**config.mk**
```make
export PLATFORM = sky130hd
export DESIGN_NAME = trng_key_reader
export DESIGN_NICKNAME = d
export VERILOG_FILES = /design/src/rtl/trng_reader_pkg.sv /design/src/rtl/key_fifo.sv /design/src/rtl/trng_key_reader.sv
export SDC_FILE = /design/constraint.sdc
export NUM_CORES = 1
export LEC_CHECK = 0
export BUFFER_PORTS_ARGS = -buffer_cell sky130_fd_sc_hd__buf_4
export CORE_MARGIN = 2
export CORE_UTILIZATION = 40
export DETAILED_ROUTE_END_ITERATION = 10
export MAX_ROUTING_LAYER = met4
export PLACE_DENSITY_LB_ADDON = 0.25
export SLEW_MARGIN = 20
export SYNTH_ARGS = -nofsm -noshare
export SYNTH_HDL_FRONTEND = slang
export SYNTH_HIERARCHICAL = 1
export SYNTH_SLANG_ARGS = --single-unit
export TNS_END_PERCENT = 5
```
**constraint.sdc**
```tcl
create_clock -name clk -period 3.8 [get_ports clk]
set_input_delay 0.57 -clock clk [delete_from_list [all_inputs] [get_ports clk]]
set_output_delay 0.57 -clock clk [all_outputs]
set_load 0.02 [all_outputs]
```
**src/rtl/trng_reader_pkg.sv**
```systemverilog
// Shared types and sizing helpers for the TRNG key reader.
//   reader_state_e : reader FSM states
//   key_t          : key word at the default key width
//   cnt_width()    : occupancy counter width for a given FIFO depth
package trng_reader_pkg;

  localparam int N_BITS_KEY_DEF = 32;
  localparam int DEPTH_DEF      = 4;
  localparam int CNT_W_DEF      = $clog2(DEPTH_DEF) + 1;

  typedef logic [N_BITS_KEY_DEF-1:0] key_t;

  typedef enum logic [2:0] {
    IDLE     = 3'd0,
    WAIT_KEY = 3'd1,
    ACK      = 3'd2,
    DRAIN    = 3'd3,
    HOLD     = 3'd4
  } reader_state_e;

  // One extra bit so a full FIFO (count == depth) is representable.
  function automatic int cnt_width(input int depth);
    return $clog2(depth) + 1;
  endfunction

endpackage

```
**src/rtl/key_fifo.sv**
```systemverilog
// Show-ahead synchronous FIFO for key words.
//   clk, rst  : clock, synchronous active-high reset
//   clear     : empties the FIFO; wins over push/pop in the same cycle
//   push, din : write din at the tail (must not be asserted when full)
//   pop       : drop the head word; ignored while empty
//   dout      : head word, zero while empty
//   count     : occupancy 0..DEPTH
//   full      : count == DEPTH
//   empty     : count == 0
module key_fifo
  import trng_reader_pkg::*;
#(
  parameter int DEPTH = 4,
  parameter int WIDTH = 32
) (
  input  logic                        clk,
  input  logic                        rst,
  input  logic                        clear,
  input  logic                        push,
  input  logic                        pop,
  input  logic [WIDTH-1:0]            din,
  output logic [WIDTH-1:0]            dout,
  output logic [cnt_width(DEPTH)-1:0] count,
  output logic                        full,
  output logic                        empty
);

  localparam int PTR_W = $clog2(DEPTH);
  localparam int CNT_W = cnt_width(DEPTH);

  logic [WIDTH-1:0] mem_reg [DEPTH];
  logic [PTR_W-1:0] wr_ptr_reg;
  logic [PTR_W-1:0] rd_ptr_reg;
  logic [CNT_W-1:0] count_reg;
  logic             push_eff;
  logic             pop_eff;

  assign full     = (count_reg == CNT_W'(DEPTH));
  assign empty    = (count_reg == '0);
  assign push_eff = push && !full;
  assign pop_eff  = pop && !empty;
  assign count    = count_reg;
  // Stale storage is hidden so the head reads as zero when nothing is held.
  assign dout     = empty ? '0 : mem_reg[rd_ptr_reg];

  // Storage carries no reset; only the pointers and count define contents.
  always_ff @(posedge clk) begin
    if (push_eff) begin
      mem_reg[wr_ptr_reg] <= din;
    end
  end

  // Pointers are exactly log2(DEPTH) wide, so natural overflow is the wrap.
  always_ff @(posedge clk) begin
    if (rst || clear) begin
      wr_ptr_reg <= '0;
      rd_ptr_reg <= '0;
      count_reg  <= '0;
    end else begin
      if (push_eff) wr_ptr_reg <= wr_ptr_reg + 1'b1;
      if (pop_eff)  rd_ptr_reg <= rd_ptr_reg + 1'b1;
      case ({push_eff, pop_eff})
        2'b10:   count_reg <= count_reg + 1'b1;
        2'b01:   count_reg <= count_reg - 1'b1;
        default: count_reg <= count_reg;
      endcase
    end
  end

  always_ff @(posedge clk) begin
    if (!rst && !clear && push) begin
      assert (!full) else $error("key_fifo: push while full");
    end
  end

endmodule

```
**src/rtl/trng_key_reader.sv**
```systemverilog
// Consumer side of the TRNG key handshake.
//   clk, rst           : clock, synchronous active-high reset
//   enable_i           : block enable
//   clear_i            : pulse; clears fault, duplicate flag, FIFO, last key
//   trng_key_ready_i   : TRNG key valid level
//   trng_key_i         : TRNG key word
//   trng_intr_i        : TRNG total-failure interrupt
//   trng_ack_o         : one-cycle ack_read pulse to the TRNG
//   trng_enable_o      : TRNG enable, dropped while idle or the FIFO is full
//   rd_req_i           : pop request from the bus side
//   rd_data_o          : FIFO head word
//   rd_valid_o         : FIFO not empty
//   fifo_count_o       : FIFO occupancy
//   dup_err_o          : sticky repeated-key flag
//   fault_o            : sticky TRNG failure flag
//   irq_o              : fault | duplicate | rd_valid rising edge
module trng_key_reader
  import trng_reader_pkg::*;
#(
  parameter int N_BITS_KEY = 32,
  parameter int DEPTH      = 4,
  parameter int LOW_WATER  = 1
) (
  input  logic                        clk,
  input  logic                        rst,
  input  logic                        enable_i,
  input  logic                        clear_i,
  input  logic                        trng_key_ready_i,
  input  logic [N_BITS_KEY-1:0]       trng_key_i,
  input  logic                        trng_intr_i,
  output logic                        trng_ack_o,
  output logic                        trng_enable_o,
  input  logic                        rd_req_i,
  output logic [N_BITS_KEY-1:0]       rd_data_o,
  output logic                        rd_valid_o,
  output logic [cnt_width(DEPTH)-1:0] fifo_count_o,
  output logic                        dup_err_o,
  output logic                        fault_o,
  output logic                        irq_o
);

  localparam int CNT_W = cnt_width(DEPTH);
  localparam logic [CNT_W-1:0] LOW_WATER_C = CNT_W'(LOW_WATER);

  reader_state_e           state_reg;
  logic                    ack_reg;
  logic                    en_reg;
  logic                    fault_reg;
  logic                    dup_reg;
  logic [N_BITS_KEY-1:0]   last_key_reg;
  logic                    last_valid_reg;
  logic [N_BITS_KEY-1:0]   cap_reg;
  logic                    ready_q_reg;
  logic [N_BITS_KEY-1:0]   key_q_reg;
  logic                    valid_q_reg;

  logic                    fifo_full;
  logic                    fifo_empty;
  logic [CNT_W-1:0]        fifo_count;
  logic                    is_dup;
  logic                    push;

  assign is_dup = last_valid_reg && (cap_reg == last_key_reg);
  // The captured word is committed at the end of the ACK cycle; a clear in
  // that cycle discards it, and reset clears the FIFO before it can land.
  assign push   = (state_reg == ACK) && !is_dup && !clear_i;

  key_fifo #(
    .DEPTH (DEPTH),
    .WIDTH (N_BITS_KEY)
  ) u_fifo (
    .clk   (clk),
    .rst   (rst),
    .clear (clear_i),
    .push  (push),
    .pop   (rd_req_i),
    .din   (cap_reg),
    .dout  (rd_data_o),
    .count (fifo_count),
    .full  (fifo_full),
    .empty (fifo_empty)
  );

  assign fifo_count_o  = fifo_count;
  assign rd_valid_o    = !fifo_empty;
  assign trng_ack_o    = ack_reg;
  assign trng_enable_o = en_reg;
  assign fault_o       = fault_reg;
  assign dup_err_o     = dup_reg;
  assign irq_o         = fault_reg || dup_reg || (rd_valid_o && !valid_q_reg);

  // The key inputs pass through one register stage before the FSM looks at
  // them, which puts ack two cycles after key_ready rises.
  always_ff @(posedge clk) begin
    if (rst) begin
      state_reg      <= IDLE;
      ack_reg        <= 1'b0;
      en_reg         <= 1'b0;
      fault_reg      <= 1'b0;
      dup_reg        <= 1'b0;
      last_key_reg   <= '0;
      last_valid_reg <= 1'b0;
      cap_reg        <= '0;
      ready_q_reg    <= 1'b0;
      key_q_reg      <= '0;
      valid_q_reg    <= 1'b0;
    end else begin
      ready_q_reg <= trng_key_ready_i;
      key_q_reg   <= trng_key_i;
      valid_q_reg <= rd_valid_o;

      if (clear_i) begin
        state_reg      <= IDLE;
        ack_reg        <= 1'b0;
        en_reg         <= 1'b0;
        fault_reg      <= 1'b0;
        dup_reg        <= 1'b0;
        last_valid_reg <= 1'b0;
      end else begin
        // The ACK-cycle word was already acknowledged, so its bookkeeping
        // completes even if the FSM is being forced to IDLE this cycle.
        if (state_reg == ACK) begin
          if (is_dup) dup_reg <= 1'b1;
          last_key_reg   <= cap_reg;
          last_valid_reg <= 1'b1;
        end

        if (trng_intr_i) begin
          fault_reg <= 1'b1;
          state_reg <= IDLE;
          ack_reg   <= 1'b0;
          en_reg    <= 1'b0;
        end else if (!enable_i) begin
          state_reg <= IDLE;
          ack_reg   <= 1'b0;
          en_reg    <= 1'b0;
        end else begin
          case (state_reg)
            IDLE: begin
              ack_reg <= 1'b0;
              if (!fault_reg) begin
                state_reg <= WAIT_KEY;
                en_reg    <= 1'b1;
              end
            end
            WAIT_KEY: begin
              if (ready_q_reg) begin
                if (fifo_full) begin
                  state_reg <= HOLD;
                  en_reg    <= 1'b0;
                end else begin
                  cap_reg   <= key_q_reg;
                  state_reg <= ACK;
                  ack_reg   <= 1'b1;
                end
              end
            end
            ACK: begin
              state_reg <= DRAIN;
              ack_reg   <= 1'b0;
            end
            DRAIN: begin
              // Wait for the TRNG to drop key_ready so one key is never
              // captured twice.
              if (!ready_q_reg) state_reg <= WAIT_KEY;
            end
            HOLD: begin
              if (fifo_count <= LOW_WATER_C) begin
                state_reg <= WAIT_KEY;
                en_reg    <= 1'b1;
              end
            end
            default: begin
              state_reg <= IDLE;
              ack_reg   <= 1'b0;
              en_reg    <= 1'b0;
            end
          endcase
        end
      end
    end
  end

endmodule

```
# --- Yosys cells after proc, flatten, opt, wreduce, memory -nomap -nowiden ---
# Memories as Yosys holds them, arrays and structs flattened. A register that Yosys moved wholly into a read port is not among the register bits.
# Cells that the tools add are included.
totals:
  register_bits: 113
  mem_bits_rw: 128
  output_inout_bits: 41
  n_memories: 1
  input_bits: 39
  elab_cells: 87
mem_list:
  columns: ["memory", "depth", "width", "rd", "rd_ports_with_merged_regs", "wr", "line_no", "text"]
  rows:
  - ["u_fifo.mem_reg", 4, 32, 1, 1, 1, "key_fifo.sv:31", "logic [WIDTH-1:0] mem_reg [DEPTH];"]
classes:
  muxes: 20
  n_reduce_logical: 27
  n_eq_ne: 14
  magnitude_cmp: 1
  add_sub_neg: 4
  bitwise_logic: 6
ops:
  columns: ["cell", "n"]
  rows:
  - ["equality test 32 bit", 1]
  - ["two-way mux 32 bit", 1]
  - ["two-way mux 3 bit", 5]
  - ["case mux 3 bit (5 select lines)", 1]
  - ["!= test 2 bit, second input constant", 5]
  - ["two-way mux 1 bit", 8]
  - ["equality test 3 x 2 -> 1 bit, second input constant", 2]
  - ["equality test 3 bit, second input constant", 2]
  - ["logical AND 1 bit", 6]
  - ["zero test 3 bit", 2]
  - ["inverter 1 bit", 6]
  - ["case mux 3 bit (2 select lines)", 1]
  - ["AND reduction 6 bit", 1]
  - ["OR reduction 2 bit", 3]
  - ["zero test 1 bit", 5]
  - ["AND reduction 5 bit", 1]
  - ["adder 2 x 1 -> 2 bit, second input constant", 2]
  - ["two-way mux 2 bit", 2]
  - ["case mux 1 bit (4 select lines)", 1]
  - ["AND reduction 2 bit", 2]
  - ["AND reduction 4 bit", 1]
  - ["OR reduction 4 bit", 1]
  - ["adder 3 x 1 -> 3 bit, second input constant", 1]
  - ["equality test 3 x 1 -> 1 bit, second input constant", 1]
  - ["9 further kinds", 11]

# --- Longest topological paths before layout ---
depth:
  ltp_word: 8
  depth_mapped: 13
  mapped_depth_nobuf: 13

# --- Hierarchy ---
# The synthesis kept the hierarchy.
modules_own_cells:
  columns: ["mod", "seq_area_each_um2", "area_per_inst_um2", "n_inst", "cells_each"]
  rows:
  - ["key_fifo", 4023.9, 5321.4, 1, 258]
  - ["trng_key_reader", 2122.0, 3886.2, 1, 447]

# --- Worst setup path after synthesis ---
# OpenSTA, ideal clock, no wires.
synth_timing:
  kind: "flip-flop to flip-flop"
  from: "register cap_reg[16]"
  to: "register u_fifo.count_reg[2] (netlist: u_fifo/count[2])"
  required_ps: 3730
  period_less_slack_ps: 2744
  path_stages_with_launch: 14
  n_path_buf: 0
  t_arrival_ps: 2674
  slack_ps: 1056
  setup_time_ps: 70
  cell_sequence: "dfxtp_1 > xnor2_1 > o2111ai_1 > a2111oi_0 > nand4_1 > and2_1 > and2_4 > inv_1 > ha_1 > inv_1 > fa_1 > xor2_1 > or3_1 > a21oi_1"
synth_via:
  elab_chain_cells: 8
  word_cells_on_any_way: 10
  cone_classes: "eq/ne: 3; mux: 1; reduce/logical: 6"
synth_rtl:
  columns: ["element", "line_no", "text"]
  rows:
  - ["from (decl)", "trng_key_reader.sv:52", "logic [N_BITS_KEY-1:0] cap_reg;"]
  - ["from (signal assigned)", "trng_key_reader.sv:152", "cap_reg <= key_q_reg;"]
  - ["equality test 32 bit (*)", "trng_key_reader.sv:63", "assign is_dup = last_valid_reg && (cap_reg == last_key_reg);"]
  - ["logical AND 1 bit (*)", "trng_key_reader.sv:63", null]
  - ["zero test 1 bit (*)", "trng_key_reader.sv:66", "assign push = (state_reg == ACK) && !is_dup && !clear_i;"]
  - ["logical AND 1 bit (*) (2 in series)", "trng_key_reader.sv:66", null]
  - ["net push", "trng_key_reader.sv:61", "logic push;"]
  - ["logical AND 1 bit (*)", "key_fifo.sv:40", "assign push_eff = push && !full;"]
  - ["equality test 2 x 1 -> 1 bit or equality test 2 bit (tied branches)", "key_fifo.sv:62", "case ({push_eff, pop_eff})"]
  - ["case mux 3 bit (2 select lines) or nonzero test 2 bit (tied branches)", null, null]
  - ["to (signal assigned)", "key_fifo.sv:63", "2'b10: count_reg <= count_reg + 1'b1;"]
  - ["to (signal assigned)", "key_fifo.sv:64", "2'b01: count_reg <= count_reg - 1'b1;"]
  - ["to (signal assigned)", "key_fifo.sv:65", "default: count_reg <= count_reg;"]
  - ["to (decl)", "key_fifo.sv:34", "logic [CNT_W-1:0] count_reg;"]
# The timed path passes the listed nets; every way through them passes the cells marked *.
# A chain may end at the register's enable or synchronous reset.

# --- Worst setup path in the final report ---
layout_timing:
  from: "register cap_reg[23]"
  to: "register u_fifo.count_reg[2] (netlist: u_fifo/count[2])"
# Same word-level chain as after synthesis.

==> impl_metrics.py <==
metrics = {
    "layout": {
        "seq_area_um2": 6150,
        "drive_gt1_share_pct": 21.2,
        "diodes": 0,
        "largest_reg_flops": 128,
        "area_growth_pct": 17.9,
        "n_fill_cell": 1947,
        "layout.cells.non_filler": 1086,
        "multi_input_area_um2": 2830,
        "fin_util_pct": 47.9,
        "fin_nets": 829,
    },
    "global_routing": {
        "track_usage_pct": 16.8,
        "first_global_vias": 5490,
        "antenna_found_initial": 0,
        "grt_remaining_overflow": 0,
        "grt_start_max_net_pins": 53,
        "grt_pass1_wl_um": 30600,
    },
    "clock_tree": {
        "post-cts-setup-buffers": 0,
        "clock_latency_ns": 0.51,
        "cts-buffers-inserted": 24,
        "clk_root_buffer_cell": "clkbuf_16",
        "clk_pin_slew_ns": 0.06,
        "cts_tree": "yes",
        "cts.hold.buffers_added": 0,
        "h-tree-depth": 1,
        "postCtsResizedCells": 0,
        "clockBufferDepth": 3,
        "clkSinkCount": 243,
    },
    "detailed_routing": {
        "wirelength_um": 19400,
        "ant_nets": 0,
        "vias": 5446,
        "drt_pass1_iterations": 4,
        "wl_per_cell_um": 17.9,
        "vias_per_cell": 5.01,
        "drc_errors": 0,
        "drt_iter0_drc": 325,
    },
    "outcome": {
        "run_status": "completed",
    },
    "sta": {
        "max_freq_ghz": 0.307,
        "rsz0062_at_grt": "no",
        "skew_ns": 0.00912,
        "min_period_ns": 3.26,
        "hold_ws_ns": 0.269,
        "worstMarginPinSlew_ns": 0.810,
        "setup-tns-final_ns": 0,
        "fin_crit_sh_pct": 85.7,
        "finalSetupViolCount": 0,
        "max_slew_margin_pct": 46.0,
        "finalHoldViolations": 0,
        "finalMaxSlewViolations": 0,
    },
    "flow_run": {
        "maxCapViolations": 0,
    },
    "worst_setup_path": {
        "crit_path_cell_trace": "xnor2_1 > nand4_1 > nor4_1 > nand4_1 > and2_1 > and2_4 > inv_1 > ha_1 > inv_1 > fa_1 > xor2_1 > or3_1 > a21oi_1",
        "critPathLaunchType": "flop",
        "worstPathRequired_ns": 4.22,
        "worst_path_max_delay_cell": "fa_1",
        "path_max_fanout": 8,
        "arrival_ns": 3.68,
        "ff2ff_setup_slack_ns": 0.54,
        "max_stage_delay_ns": 0.38,
        "critPathKind": "reg2reg",
        "r2r_end": "u_fifo/count[2]",
        "rr_startpoint": "cap_reg[23]",
        "rr_worst_depth": 13,
        "end_kind": "flop",
    },
    "synth": {
        "syn-cell-area_um2": 9210,
        "synth_seq_cells": 243,
        "synth_top_flop_cell": "edfxtp_1",
        "yosysTopAreaCellShare_pct": 41.7,
        "yosysSeqAreaShare_pct": 66.7,
        "synth_area_per_cell_um2": 13.1,
        "synth_area_leader_cell": "edfxtp_1",
        "syn_inst": 705,
        "yosysUniqueCellTypes": 48,
        "synth-async-reset-ratio_pct": 0,
        "synth_edf_count": 128,
        "synthTopCellsByArea": "edfxtp_1 (42%), dfxtp_1 (25%), mux4_2 (7.8%), nand2_1 (5.4%), nor2b_1 (4.6%)",
        "synth_nets": 750,
        "yosys_warnings": 6,
    },
    "place": {
        "hpwl_um": 11700,
        "io_buffers": 79,
        "gp_congestion": 0.819,
        "dp_cells": 1043,
    },
    "die": {
        "io_pins": 80,
        "die_height_um": 156,
        "dieArea_um2": 24200,
        "fp.dieW_um": 156,
        "rows": 55,
        "initial_core_util_pct": 40.7,
        "core_area_um2": 22600,
    },
    "pwr": {
        "p_per_area_nw_per_um2": 471,
        "vdd_drop_max_uv": 258,
        "p_leak_nw": 3.59,
    },
    "min_path": {
        "worstHoldEndpoint": "key_q_reg[21]",
        "holdCritStartpoint": "trng_key_i[21]",
        "hp-class": "in2reg",
        "hold_depth": 2,
    },
}
[cell families (layout without fill, tap and decap cells)]
kind of cell	Yosys count	after routing	synth area share [%]
buf+inv	52	148	2.80
fa+ha+maj	6	6	0.897
xor+xnor	30	30	2.85
simple gates	247	247	13.2
flops	243	243	66.7
compound gates	94	94	5.57
mux	33	33	7.94
[Yosys cell counts (3+ instances only)]
cell / instances
a21oi_1: 73
and3_1: 4
buf_2: 8
buf_6: 6
clkbuf_1: 21
dfxtp_1: 115
edfxtp_1: 128
ha_1: 5
inv_1: 13
mux4_2: 32
nand2_1: 133
nand2b_1: 7
nand4_1: 7
nor2_1: 10
nor2b_1: 67
o21ai_0: 8
or3_1: 3
xnor2_1: 22
xor2_1: 8
[metal layers]
metal	up-vias	global-route usage (%)	wire, um
li1	2637	-	-
met3	26	2.47	747
met5	-	-	0
met1	2658	22.2	8930
met4	0	3.36	277
met2	125	27.8	9450
[where the power goes]
group          total (W)  switching [W]  leakage [nW]  internal [W]
registers        0.00276     0.00000766          1.97       0.00275
logic          0.0000776      0.0000373          1.23     0.0000403
clock network    0.00227       0.000930         0.390       0.00134
[critical path: cells and delay by family (launching register included)]
kind            cells  cell delay (ns)
compound gates      1             0.17
xor+xnor            2             0.43
fa+ha+maj           2             0.57
buf+inv             2             0.11
flops               1             0.37
simple gates        6             1.53
[area by class of cell]
class / instances / area share (%)
inverters: 14 / 0.484
multi-input cells: 410 / 26.0
flip-flops and latches: 243 / 56.6
clock inverters: 8 / 0.357
clock buffers: 35 / 6.77
well taps: 285 / 3.29
repair buffers: 91 / 6.41
[metrics by stage]
| step | total power, W | area, um^2 | setup WS, ns |
|---|---|---|---|
| floorplan | 0.00285 | 9210 | 1.06 |
| global placement | 0.00290 | 10100 | 0.700 |
| finish | 0.00511 | 10900 | 0.544 |
| detailed placement | 0.00290 | 10100 | 0.586 |
| global route | 0.00528 | 10900 | 0.370 |
| CTS | 0.00516 | 10900 | 0.571 |
[worst max-delay path by stage]
stage	start	end	slack (ns)	depth (start not counted)
2_1_floorplan	cap_reg[16]	u_fifo/count[2]	1.06	13
3_3_place_gp	cap_reg[23]	u_fifo/count[2]	0.70	13
3_5_place_dp	cap_reg[16]	u_fifo/count[2]	0.59	13
4_1_cts	cap_reg[16]	u_fifo/count[2]	0.57	13
5_1_grt	cap_reg[16]	u_fifo/count[2]	0.37	13
6_report	cap_reg[23]	u_fifo/count[2]	0.54	13
[placed cells by master (no fill, tap or decap), drive strengths merged, types with 2 or more instances in the layout]
| cell type | netlist | routed |
|---|---|---|
| a21oi | 73 | 73 |
| a31oi | 2 | 2 |
| and2 | 2 | 2 |
| and3 | 4 | 4 |
| buf | 17 | 91 |
| clkbuf | 21 | 35 |
| clkinv | 0 | 8 |
| dfxtp | 115 | 115 |
| edfxtp | 128 | 128 |
| ha | 5 | 5 |
| inv | 14 | 14 |
| mux4 | 32 | 32 |
| nand2 | 133 | 133 |
| nand2b | 7 | 7 |
| nand3 | 2 | 2 |
| nand4 | 7 | 7 |
| nor2 | 10 | 10 |
| nor2b | 67 | 67 |
| nor3 | 4 | 4 |
| nor4 | 2 | 2 |
| o21a | 2 | 2 |
| o21ai | 8 | 8 |
| or3 | 3 | 3 |
| xnor2 | 22 | 22 |
| xor2 | 8 | 8 |
Power figures use the tool's default switching activity.
